<file path="src/rtl/control_sequencer.sv">
// rtl/control_sequencer.sv - microcode fetch/decode/execute step sequencer
// Drives the datapath register strobes and bus enables from (step, opcode, flags).
module control_sequencer #(
   parameter int OpcodeBits = 4,
   parameter bit EarlyEnd   = 1'b1
) (
   input  logic                  clock,
   input  logic                  bReset,
   input  logic                  step_en,
   input  logic [OpcodeBits-1:0] opcode,
   input  logic                  carry_flag,
   input  logic                  zero_flag,
   output logic                  pc_inc,
   output logic                  pc_load,
   output logic                  pc_out,
   output logic                  mar_we,
   output logic                  ram_we,
   output logic                  ram_out,
   output logic                  ir_we,
   output logic                  ir_out,
   output logic                  a_we,
   output logic                  a_out,
   output logic                  b_we,
   output logic                  alu_out,
   output logic                  alu_sub,
   output logic                  flags_we,
   output logic                  out_we,
   output logic                  halted,
   output logic [2:0]            step
);

   typedef enum logic [2:0] {
      T0 = 3'd0,
      T1 = 3'd1,
      T2 = 3'd2,
      T3 = 3'd3,
      T4 = 3'd4
   } step_t;

   localparam logic [3:0] OP_NOP = 4'h0;
   localparam logic [3:0] OP_LDA = 4'h1;
   localparam logic [3:0] OP_ADD = 4'h2;
   localparam logic [3:0] OP_SUB = 4'h3;
   localparam logic [3:0] OP_STA = 4'h4;
   localparam logic [3:0] OP_LDI = 4'h5;
   localparam logic [3:0] OP_JMP = 4'h6;
   localparam logic [3:0] OP_JC  = 4'h7;
   localparam logic [3:0] OP_JZ  = 4'h8;
   localparam logic [3:0] OP_OUT = 4'hE;
   localparam logic [3:0] OP_HLT = 4'hF;

   step_t      step_q;
   step_t      seq_next;
   step_t      last_step;
   logic       halted_q;
   logic       step_valid;
   logic       active;
   logic [3:0] op;

   assign op         = opcode[3:0];
   assign step_valid = (step_q <= T4);
   assign active     = bReset && step_en && !halted_q && step_valid;
   assign step       = step_q;
   assign halted     = halted_q;

   always_comb begin
      case (step_q)
         T0:      seq_next = T1;
         T1:      seq_next = T2;
         T2:      seq_next = T3;
         T3:      seq_next = T4;
         default: seq_next = T0;
      endcase
   end

   // Last active step per opcode; anything not listed finishes after T2.
   always_comb begin
      case (op)
         OP_LDA, OP_STA: last_step = T3;
         OP_ADD, OP_SUB: last_step = T4;
         default:        last_step = T2;
      endcase
   end

   always_ff @(posedge clock or negedge bReset) begin
      if (!bReset) begin
         step_q   <= T0;
         halted_q <= 1'b0;
      end else if (!step_valid) begin
         step_q <= T0;
      end else if (step_en && !halted_q) begin
         if (step_q == T2 && op == OP_HLT) begin
            halted_q <= 1'b1;
         end else if (EarlyEnd && step_q == last_step) begin
            step_q <= T0;
         end else begin
            step_q <= seq_next;
         end
      end
   end

   always_comb begin
      pc_inc   = 1'b0;
      pc_load  = 1'b0;
      pc_out   = 1'b0;
      mar_we   = 1'b0;
      ram_we   = 1'b0;
      ram_out  = 1'b0;
      ir_we    = 1'b0;
      ir_out   = 1'b0;
      a_we     = 1'b0;
      a_out    = 1'b0;
      b_we     = 1'b0;
      alu_out  = 1'b0;
      alu_sub  = 1'b0;
      flags_we = 1'b0;
      out_we   = 1'b0;
      if (active) begin
         case (step_q)
            T0: begin
               pc_out = 1'b1;
               mar_we = 1'b1;
            end
            T1: begin
               ram_out = 1'b1;
               ir_we   = 1'b1;
               pc_inc  = 1'b1;
            end
            T2: begin
               case (op)
                  OP_LDA, OP_ADD, OP_SUB, OP_STA: begin
                     ir_out = 1'b1;
                     mar_we = 1'b1;
                  end
                  OP_LDI: begin
                     ir_out = 1'b1;
                     a_we   = 1'b1;
                  end
                  OP_JMP: begin
                     ir_out  = 1'b1;
                     pc_load = 1'b1;
                  end
                  // Flags come straight from the flags register, so a T4 update is already visible here.
                  OP_JC: begin
                     ir_out  = carry_flag;
                     pc_load = carry_flag;
                  end
                  OP_JZ: begin
                     ir_out  = zero_flag;
                     pc_load = zero_flag;
                  end
                  OP_OUT: begin
                     a_out  = 1'b1;
                     out_we = 1'b1;
                  end
                  default: ;
               endcase
            end
            T3: begin
               case (op)
                  OP_LDA: begin
                     ram_out = 1'b1;
                     a_we    = 1'b1;
                  end
                  OP_ADD, OP_SUB: begin
                     ram_out = 1'b1;
                     b_we    = 1'b1;
                  end
                  OP_STA: begin
                     a_out  = 1'b1;
                     ram_we = 1'b1;
                  end
                  default: ;
               endcase
            end
            T4: begin
               if (op == OP_ADD || op == OP_SUB) begin
                  alu_out  = 1'b1;
                  a_we     = 1'b1;
                  flags_we = 1'b1;
                  alu_sub  = (op == OP_SUB);
               end
            end
            default: ;
         endcase
      end
   end

endmodule
</file>
<file path="config.mk">
export PLATFORM = sky130hd
export DESIGN_NAME = control_sequencer
export DESIGN_NICKNAME = d
export VERILOG_FILES = /design/src/rtl/control_sequencer.sv
export SDC_FILE = /design/constraint.sdc
export NUM_CORES = 1
export LEC_CHECK = 0
export ABC_AREA = 0
export BUFFER_PORTS_ARGS = -buffer_cell sky130_fd_sc_hd__clkbuf_2
export CORE_MARGIN = 2
export CORE_UTILIZATION = 48
export CTS_BUF_LIST = sky130_fd_sc_hd__clkbuf_8
export DETAILED_ROUTE_END_ITERATION = 12
export PLACE_DENSITY = 0.81
export RECOVER_POWER = 100
export SLEW_MARGIN = 20
export SYNTH_ARGS = -nofsm -noshare
export SYNTH_HDL_FRONTEND = slang
export SYNTH_SLANG_ARGS = --single-unit
</file>
<file path="constraint.sdc">
create_clock -name clock -period 1.6 [get_ports clock]
set_input_delay 0.24 -clock clock [delete_from_list [all_inputs] [get_ports clock]]
set_output_delay 0.24 -clock clock [all_outputs]
set_load 0.005 [all_outputs]
</file>
==> results.md <==
- For the worst setup path, the data required time is 1.36 ns.
- In this run the worst setup path terminates at a_we.
- In this run the worst hold path is classified as input pin to register.
- The number of max-slew violations in the final report is 0.
- The maximum frequency from static timing analysis is 559 MHz.
- The global-route wire length before repair is 2850 µm.
- The worst-case clock skew is 0.00635 ns.
- The number of storage elements in the synthesis netlist is 4.
- The launching instance or port of the critical path is step[0].
- Counting buffers and inverters, the worst setup path is 5 cells deep.
- The pin count of the biggest net entering global routing is 12.
- Setup violations remaining at the end of the flow were counted as 10.
- The first routing iteration left 18 violations.
- Setup repair after global routing could not meet its margin everywhere.
- In this run the tool buffered the top-level ports with 27 buffer cells.
- The slack of the worst reg-to-reg path is 0.07 ns.
- In the routed design, unresolved DRC markers number 0.
- The detailed-router iteration count before antenna repair is 4.
- The floorplan has 13 rows.
- The synthesized design contains 0 enable-type register cells.
- In this run the critical register-to-register path is captured at step[2].
- The top cell family by delay on the critical path is flip-flops.
- In the final layout, the share of cells above drive strength 1 is 57.6%.
- Synthesis produced 76 cells.
- The area occupied by multi-input gates is 548 µm².
- The average instance in the mapped netlist occupies 8.33 µm².
- The finished layout holds 133 standard cells, fillers aside.
- For this run, the register share of the synthesized area comes to 15.8%.
- The number of max-capacitance violations reported is 0.
- Counting cells, the worst reg-to-reg path comes to 5.
- The combined buffer and inverter count along the critical path is 2.
- The average wire per standard cell is 16.5 µm.
- VDD sags by at most 1150 µV.
- The detailed router placed 794 vias in this run.
- The overall overflow remaining after global route is 0.
- The CTS tree is done.
- The number of antenna cells inserted is 0.
- The clock edge transition at the registers on the reported setup and hold paths is 0.04 ns.
- Across every metal layer, demand over resource in global routing totals 26.8%.
- The final critical delay including setup and external delays is 1.79 ns.
- The least setup slack across all paths after layout is -0.188 ns.
- The H-tree depth reported by CTS is 1.
- Dividing total power by cell area gives a power density of 1380 nW/µm².
- The synthesis-to-finish area growth is 63.6%.
- The total chip power is 0.00143 W.
- The via count of the first global-routing pass was 642.
- The die is 40.3 µm tall.
- The synthesized cell area is 633 µm².
- After layout, the worst path uses 112% of the clock period.
- The number of nets handed over by synthesis was 85.
- The data arrival time of the worst path is 1.55 ns.
- The number of unique standard cell types used by synthesis is 42.
- The residual antenna-violating net count after detailed routing is 0.
- For this run, the leading register cell type out of synthesis is dfrtp_1.
- The checks that failed: setup timing.
- Among all stages on the critical path, the largest delay is contributed by dfrtp_1.
- For this configuration, the core starts out at a cell density of 49.9%.
- The critical path launch point type is a register.
- The maximum buffer depth of the clock tree is 2.
- Pin placement for this block handled 28 I/O pins.
- In the layout the commonest cells are buf_4, clkbuf_2, buf_2, buf_6, nor2_1.
- The cell leakage power is 0.513 nW.
- In the final design database the tool counted 129 nets.
- The run finished, with violations left.
- The actual transition at the worst max-transition pin is 0.445 ns.
- The most common cell after layout, fill and taps aside is buf_4.
- The number of sinks handled by clock tree synthesis is 4.
- The number of fill cells is 78.
- The worst pin sits at a relative slew slack of 70.3%.
- The kind of end point of the critical path is an output port.
- The number of antenna violations at the first check in global routing is 0.
- After synthesis, the share of flip-flops with an asynchronous set or reset is 100%.
- The HPWL after detailed placement is 1280 µm.
- The die footprint is 1630 µm².
- The setup path with the least slack is of type register to output port.
- The floorplan die width is 40.3 µm.
- The routed design has 2200 µm of wire.
- The critical path goes through buf_4 > xor2_1 > nand4_1 > a221oi_2 > clkbuf_2.
- Along the worst path, the maximum fanout reaches 5.
- Yosys printed 0 warnings.
- The final weighted congestion of routability-driven global placement is 0.797.
- The hold violation total from the final report is 0.
- Including well taps, the total number of placed cells is 120.
- The number of buffers inserted during clock tree synthesis is 3.
- The combined flip-flop and latch cell area is 101 µm².
- The floorplan core area is 1270 µm².
- The delay of the slowest cell on the worst path is 0.41 ns.
- For the worst-skew pair, the clock arrives at the later sink with an insertion delay of 0.22 ns.
- The clock root buffer master is clkbuf_8.
- Using the TritonRoute via totals, the vias-per-cell ratio works out to 5.97.
- The startpoint identified for the worst register-to-register timing path is step[2].
sequential cells by signal (all words and copies together) (netlist names):
signal	count
halted	1
step	3
worst min-delay path by stage:
| stage | startpoint | to | depth (start not counted) |
|---|---|---|---|
| final | step_en | halted | 2 |
| after global routing | step_en | halted | 2 |
| after CTS | step_en | halted | 2 |
| after detailed placement | bReset | step[1] | 2 |
| after global placement | bReset | step[1] | 2 |
| after floorplan | bReset | halted | 0 |
cell families (layout without fill, tap and decap cells):
kind of cell    after synthesis  in the layout  share of synthesized area, %
compound gates               19             19                          22.5
xor+xnor                      2              2                          2.77
buf+inv                      11             53                          12.4
flops                         4              4                          15.8
mux                           1              1                          1.78
simple gates                 39             39                          44.7
power breakdown:
| group | switching (W) | internal [W] |
|---|---|---|
| Sequential | 0.0000571 | 0.000154 |
| Combinational | 0.000483 | 0.000518 |
| Clock | 0.0000577 | 0.000161 |
Yosys cell counts, types with 3 or more instances:
cell type  number  share of area [%]
a21oi_1         3                2.4
nor4_1          3                3.0
nor2_1          6                3.6
o21ai_0         3                2.4
nand2_1         3                1.8
nor3_1          3                2.4
dfrtp_1         4                 16
buf_2           3                2.4
buf_4           5                5.9
o21a_1          3                3.6
through the flow:
step | setup slack, ns | util [%] | cell area (µm²) | hold slack (ns) | setup TNS, ns
2_1_floorplan | 0.0799 | - | 633 | -0.0556 | 0
3_3_place_gp | 0.0712 | 63.2 | 802 | 0.176 | 0
3_5_place_dp | 0.0724 | 63.2 | 802 | 0.178 | 0
4_1_cts | -0.153 | 75.4 | 957 | 0.366 | -0.715
5_1_grt | -0.260 | 81.7 | 1040 | 0.398 | -1.43
6_report | -0.188 | 81.7 | 1040 | 0.359 | -0.649
final cells by class:
class	count	share of cell area [%]
Multi-Input combinational cell	61	52.9
Timing Repair Buffer	49	31.2
Tap cell	15	1.81
Inverter	1	0.362
Clock buffer	3	3.99
Sequential cell	4	9.78
routing by layer:
layer	vias to the layer above	wire (µm)	global-route usage, %	share of wire (%)
li1	372	-	-	-
met1	388	926	30.9	42
met2	30	1180	48.8	53
met3	4	65	2.22	3.0
met4	0	29	13.3	1.3
met5	-	0	0	0
repair_timing:
action                     CTS  global route
resized for setup           14            23
setup endpoints to repair   13            13
hold endpoints to repair     4             0
hold buffers                 1             0
pin swaps                    5             6
buffers inserted             5             4
No activity file was read; power rests on OpenSTA's default activity.
